[src/rtl/xcfi_check_sequencer.sv]
// Counts RVFI retirements and flags, combinationally, the CHECK_DEPTH-th counted one.
// Optional macro XCFI_COUNT_TRAPS_EN: trapping retirements are counted and selectable.
module xcfi_check_sequencer #(
  parameter int  NRET        = 1,
  parameter int  CHECK_DEPTH = 4,
  parameter int  TIMEOUT     = 32,
  localparam int CW          = (NRET > 1) ? $clog2(NRET) : 1
) (
  input  logic            clock,
  input  logic            reset,
  input  logic [NRET-1:0] rvfi_valid,
  input  logic [NRET-1:0] rvfi_trap,
  input  logic [NRET-1:0] rvfi_halt,
  output logic            check,
  output logic [CW-1:0]   check_channel,
  output logic [15:0]     retire_count,
  output logic            done,
  output logic            timed_out,
  output logic            halted
);

  typedef enum logic [2:0] {
    S_IDLE,
    S_COUNT,
    S_DONE,
    S_TIMEOUT,
    S_HALT
  } state_t;

  state_t          state;
  state_t          state_next;
  logic [NRET-1:0] cm;
  logic [16:0]     n;
  logic            found;
  logic [CW-1:0]   hit_chan;
  logic            hit;
  logic            halt_req;
  logic [7:0]      idle_cnt;
  logic [7:0]      idle_next;
  logic [15:0]     count_next;

  function automatic logic [15:0] sat_add16(input logic [15:0] a, input logic [16:0] b);
    logic [16:0] s;
    s = {1'b0, a} + b;
    return s[16] ? 16'hFFFF : s[15:0];
  endfunction

`ifdef XCFI_COUNT_TRAPS_EN
  logic unused_trap;
  assign unused_trap = ^rvfi_trap;
  assign cm = rvfi_valid;
`else
  assign cm = rvfi_valid & ~rvfi_trap;
`endif

  // Popcount plus the lowest channel whose running rank lands exactly on the target.
  always_comb begin
    n        = '0;
    found    = 1'b0;
    hit_chan = '0;
    for (int i = 0; i < NRET; i++) begin
      if (cm[i]) begin
        n = n + 17'd1;
        if (!found && (({1'b0, retire_count} + n) == 17'(CHECK_DEPTH))) begin
          found    = 1'b1;
          hit_chan = CW'(i);
        end
      end
    end
  end

  assign hit      = (({1'b0, retire_count} + n) >= 17'(CHECK_DEPTH));
  assign halt_req = |(rvfi_valid & rvfi_halt);

  always_comb begin
    state_next    = state;
    count_next    = retire_count;
    idle_next     = idle_cnt;
    check         = 1'b0;
    check_channel = '0;
    case (state)
      S_IDLE: state_next = S_COUNT;
      S_COUNT: begin
        count_next = sat_add16(retire_count, n);
        idle_next  = (n != 17'd0) ? 8'd0 : (idle_cnt + 8'd1);
        if (hit) begin
          check         = reset;
          check_channel = reset ? hit_chan : '0;
          state_next    = S_DONE;
        end else if (halt_req) begin
          state_next = S_HALT;
        end else if ((n == 17'd0) && ((idle_cnt + 8'd1) == 8'(TIMEOUT))) begin
          state_next = S_TIMEOUT;
        end
      end
      default: ;
    endcase
  end

  // Terminal flags are decoded from the next state so they rise one cycle after the trigger.
  always_ff @(posedge clock) begin
    if (!reset) begin
      state        <= S_IDLE;
      retire_count <= '0;
      idle_cnt     <= '0;
      done         <= 1'b0;
      timed_out    <= 1'b0;
      halted       <= 1'b0;
    end else begin
      state        <= state_next;
      retire_count <= count_next;
      idle_cnt     <= idle_next;
      done         <= (state_next == S_DONE);
      timed_out    <= (state_next == S_TIMEOUT);
      halted       <= (state_next == S_HALT);
    end
  end

endmodule
[config.mk]
export PLATFORM = sky130hd
export DESIGN_NAME = xcfi_check_sequencer
export DESIGN_NICKNAME = d
export VERILOG_FILES = /design/src/rtl/xcfi_check_sequencer.sv
export SDC_FILE = /design/constraint.sdc
export NUM_CORES = 1
export LEC_CHECK = 0
export BUFFER_PORTS_ARGS = -buffer_cell sky130_fd_sc_hd__buf_2
export CAP_MARGIN = 0
export CORE_MARGIN = 2
export CORE_UTILIZATION = 55
export DETAILED_ROUTE_END_ITERATION = 6
export PLACE_DENSITY = 0.77
export SETUP_SLACK_MARGIN = 0.15
export SYNTH_ARGS = -nofsm -noshare
export SYNTH_HDL_FRONTEND = slang
export SYNTH_SLANG_ARGS = --single-unit
[constraint.sdc]
create_clock -name clock -period 2.6 [get_ports clock]
set_input_delay 0.13 -clock clock [delete_from_list [all_inputs] [get_ports clock]]
set_output_delay 0.13 -clock clock [all_outputs]
set_load 0.03 [all_outputs]
After elaboration in Yosys (flattened, before gate mapping)
Index checks and enable logic that the tools add are counted.
- register bits after elaboration: 30
- bits of input ports: 5
- output and inout port bits: 21
- word-level logic and storage cells: 30
- add/subtract/negate cells: 2
- order comparisons: 1
- equal/unequal tests: 5
- muxes and demuxes: 9
- bitwise gates (word level): 3
- reduce and logical (&&, ||, !) cells: 4
- operators by type and width (kind ; count):
    $add A16 B1 Y17 ; 1
    $ge A17 B3 Y1 const B ; 1
    $logic_not A17 Y1 ; 1
    $reduce_bool A17 Y1 ; 1
    $mux W16 ; 1
    $mux W3 ; 3
    $add A8 B1 Y8 const B ; 1
    $eq A8 B6 Y1 const B ; 1
    $mux W8 ; 1
    $eq A3 B2 Y1 const B ; 2
    $pmux W3 S2 ; 1
    $eq A3 B1 Y1 const B ; 1
    $eq A3 B3 Y1 const B ; 1
    $logic_not A3 Y1 ; 1
    $mux W1 ; 3
    $and A1 B1 Y1 ; 2
    $logic_and A1 B1 Y1 ; 1
    $not A1 Y1 ; 1

Logic depth before layout (Yosys ltp)
- depth after elaboration: 10
- depth in mapped cells: 11
- depth with buffers taken out: 9

Worst setup path before layout
No wires, ideal clock.
- kind: reg-to-output
- start: reg retire_count[0]
- end: out check
- data arrival time: 2.331 ns
- data required time: 2.470 ns
- setup slack: 0.139 ns
- cell stages (with the launch flop): 10
- buffers on the path: 1
- path through: dfxtp_1 ha_1 ha_1 and4_2 clkbuf_1 and3_1 a31oi_1 nor4b_4 a21oi_1 and2_2
- word-level cells in the longest chain between the ends: 4
- RTL lines (item ; RTL line ; text):
    start: declaration ; 16 ; output logic [15:0] retire_count,
    start signal: assignment ; 111 ; retire_count <= count_next;
    $add A16 B1 Y17 ; 72 ; assign hit = (({1'b0, retire_count} + n) >= 17'(CHECK_DEPTH));
    $ge A17 B3 Y1 ; 72 ;
    $mux W1 ; 86 ; if (hit) begin
    $mux W1 ; 81 ; case (state)
    end: declaration ; 14 ; output logic check,
Every way passes these cells.

Worst setup path after layout
Ends and elaborated chain as after synthesis.

==> results.py <==
metrics = {
    "floorplanning": {
        "die_area_um2": 3610,
        "start_util": 0.571,
        "rows": 20,
        "dieWidth_um": 60.1,
        "die-height_um": 60.1,
        "core_um2": 3030,
        "boundaryPins": 26,
    },
    "clock_network": {
        "cts_buffers": 5,
        "clk_latency_ns": 0.33,
        "cts_tree": "done",
        "clock_tree.buffer_depth": 2,
        "root_buffer": "clkbuf_4",
        "cts_htree_levels": 2,
        "cts.sinks": 30,
        "clk_pin_slew_ns": 0.09,
    },
    "drt": {
        "drt_pass1_iterations": 4,
        "drt-total-wl_mm": 4.23,
        "route.detailed.drc": 0,
        "wire_per_inst_um": 14.7,
        "vias": 1701,
        "first_iter_violations": 134,
        "via_per_inst": 5.89,
        "ant_nets": 0,
    },
    "synthesis": {
        "yosysSeqAreaShare": 0.347,
        "netlist_top_cells_area": "dfxtp_1 35%, o21ai_0 5.5%, a21oi_1 4.3%",
        "synth_top_area_cell": "dfxtp_1",
        "synth_seq_cells": 30,
        "synth_edf_count": 0,
        "synth_top_cell_area_share": 0.347,
        "syn_area_per_cell_um2": 8.01,
        "synth_nets": 225,
        "synthesis.area_um2": 1730,
        "ys_async_sr_fraction": 0,
        "ys.flop_type": "dfxtp_1",
        "yosys_warnings": 0,
        "syn_inst": 216,
        "synth.distinct_cells": 48,
    },
    "power": {
        "clkPwrFrac": 0.311,
        "p_sw_w": 0.000232,
        "power_frac_seq": 0.576,
        "worst_ir_drop_vdd_uv": 396,
        "swShare": 0.278,
        "combPwrFrac": 0.113,
        "power.density_nw_per_um2": 408,
        "finalPower_w": 0.000835,
        "p_int_w": 0.000603,
        "leakagePower_nw": 0.829,
    },
    "grt": {
        "grt_overflow": 0,
        "grt_max_degree": 18,
        "grt_pass1_wl_mm": 7.21,
        "grt_usage": 0.265,
        "grt_pass1_vias": 1539,
        "antenna_found_initial": 0,
    },
    "placed_design": {
        "numPortBuffers": 24,
        "post_dp_cell_area_um2": 1910,
        "place_hpwl_mm": 2.92,
        "pre_cts_slack_ns": -0.0381,
        "gp_congestion": 0.894,
    },
    "hold_path": {
        "hold_path.class": "in2reg",
        "min_path_cells": 3,
        "hold_start": "reset",
        "hold_path_end": "retire_count[14]",
    },
    "sta": {
        "hold_viol": 0,
        "worst_slack_ns": -0.0171,
        "finalSetupViolCount": 1,
        "final.min_clock_period_ns": 2.62,
        "maxSlewViolCount": 0,
        "rsz0062_at_grt": "true",
        "clock.fmax_mhz": 382,
        "skew_ns": 0.00410,
        "finalCritPeriodShare": 1.01,
    },
    "final_layout": {
        "final_cell_mix": "29 x dfxtp_1, 23 x buf_2, 20 x nor2_1, 19 x o21ai_0, 14 x a21oi_1",
        "post-route-util": 0.676,
        "layout_commonest_cell": "dfxtp_1",
        "drive_gt1_frac": 0.237,
        "nNetsFinal": 254,
        "fillers": 274,
        "area_growth_pct": 18.3,
        "diodes": 0,
        "final_area_um2": 2050,
    },
    "worst_setup_path": {
        "r2r_cells": 11,
        "crit_chain": "ha_4 -> ha_4 -> or4_1 -> o21a_1 -> a311oi_2 -> nor4b_4 -> a21oi_2 -> and2_4 -> buf_6",
        "cp-start-kind": "flip-flop",
        "crit_required_ns": 2.47,
        "slowest_stage": "or4_1",
        "worst_path_dominant_cell_family": "simple AND/OR/NAND/NOR gates",
        "crit_path_end_kind": "output port",
        "reg2reg_setup_slack_ns": 0.04,
        "worstPathArrival_ns": 2.49,
        "crit_top_cell": "ha_4",
        "slowest_delay_ns": 0.39,
        "startpoint": "retire_count[0]",
        "crit_type": "reg2out",
        "r2r-start": "retire_count[0]",
        "r2r-end": "timed_out",
        "cp.buffers_inverters": 1,
        "critPathMaxFanout": 3,
    },
    "run_status": {
        "violations": "negative setup slack",
        "outcome": "finished, violations left",
    },
    "run": {
        "max-cap-violations": 0,
    },
}
-- final cells by class --
class                   instances  area (µm²)  share of cell area
multi-input cells             166        1090               0.535
well taps                      44        55.1              0.0269
inverters                       4        15.0             0.00733
repair buffers                 38         235               0.115
clock buffers                   7        45.0              0.0220
flip-flops and latches         30         602               0.294
-- worst max-delay path by stage --
stage	cells after the start	to
2_1_floorplan	10	check
3_3_place_gp	11	check
3_5_place_dp	11	check
4_1_cts	9	check
5_1_grt	9	check
6_report	9	check
-- tightest hold or removal path, stage by stage --
cell     delay [ns]
buf_2          0.19
o41ai_1        0.09
nor2_1         0.04
-- Yosys cell counts, types with 2 or more instances --
cell type,instances
nand2_1,12
nand2b_1,3
and4_1,2
o21ai_0,19
and2_1,4
nand3_1,5
mux2i_1,2
xnor2_1,7
buf_2,2
nor2_1,20
and3_1,6
a21oi_1,15
xor2_1,2
a21o_1,3
nor2b_1,3
a211o_1,6
o21a_1,2
dfxtp_1,30
nand4_1,8
clkbuf_1,13
nor3_1,4
a31oi_1,12
ha_1,4
or3_1,3
a311oi_1,2
inv_1,3
a22oi_1,3
-- power by group through the flow --
| stage | Sequential (W) | Combinational, W | Clock [W] |
|---|---|---|---|
| floorplan | 0.000497 | 0.0000538 | 0 |
| CTS | 0.000481 | 0.0000916 | 0.000262 |
| detailed placement | 0.000489 | 0.0000868 | 0 |
| global route | 0.000482 | 0.000108 | 0.000285 |
| finish | 0.000481 | 0.0000942 | 0.000260 |
| global placement | 0.000489 | 0.0000872 | 0 |
-- sequential cells by signal, indices dropped and copies added, names as in the netlist --
name	cells
retire_count	16
state	3
done	1
timed_out	1
halted	1
idle_cnt	8
-- through the flow --
step / hold slack (ns) / setup TNS, ns / cells
after floorplan: 0.268 / 0 / 216
after global placement: 0.474 / 0 / 277
after detailed placement: 0.488 / -0.0381 / 277
after CTS: 0.147 / -0.0176 / 287
after global routing: 0.148 / -0.278 / 289
final: 0.163 / -0.0171 / 289
-- repair_timing --
| action | 4_1_cts | 5_1_grt |
|---|---|---|
| pin swaps | 2 | 1 |
| resized for setup | 12 | 1 |
| endpoints found under the setup margin | 3 | 4 |
| setup buffers | 3 | 2 |
| hold buffers | 0 | 0 |
-- metal layers --
layer | part of all wire | wire length (µm) | GRT usage | up-vias
li1 | - | - | - | 849
met5 | 0 | 0 | 0 | -
met3 | 0.053 | 223 | 0.0455 | 7
met4 | 0.014 | 60 | 0.102 | 0
met1 | 0.45 | 1920 | 0.353 | 789
met2 | 0.48 | 2030 | 0.425 | 56
-- cells by family (layout without fill, tap and decap cells) --
group | Yosys count | after routing | synth area share
mux | 2 | 2 | 0.0116
flops | 30 | 30 | 0.347
compound gates | 66 | 66 | 0.238
xor+xnor | 9 | 9 | 0.0456
other cells | 1 | 1 | 0.00217
buf+inv | 20 | 49 | 0.0470
simple gates | 84 | 84 | 0.280
fa+ha+maj | 4 | 4 | 0.0289
No activity file was read; power rests on OpenSTA's default activity.
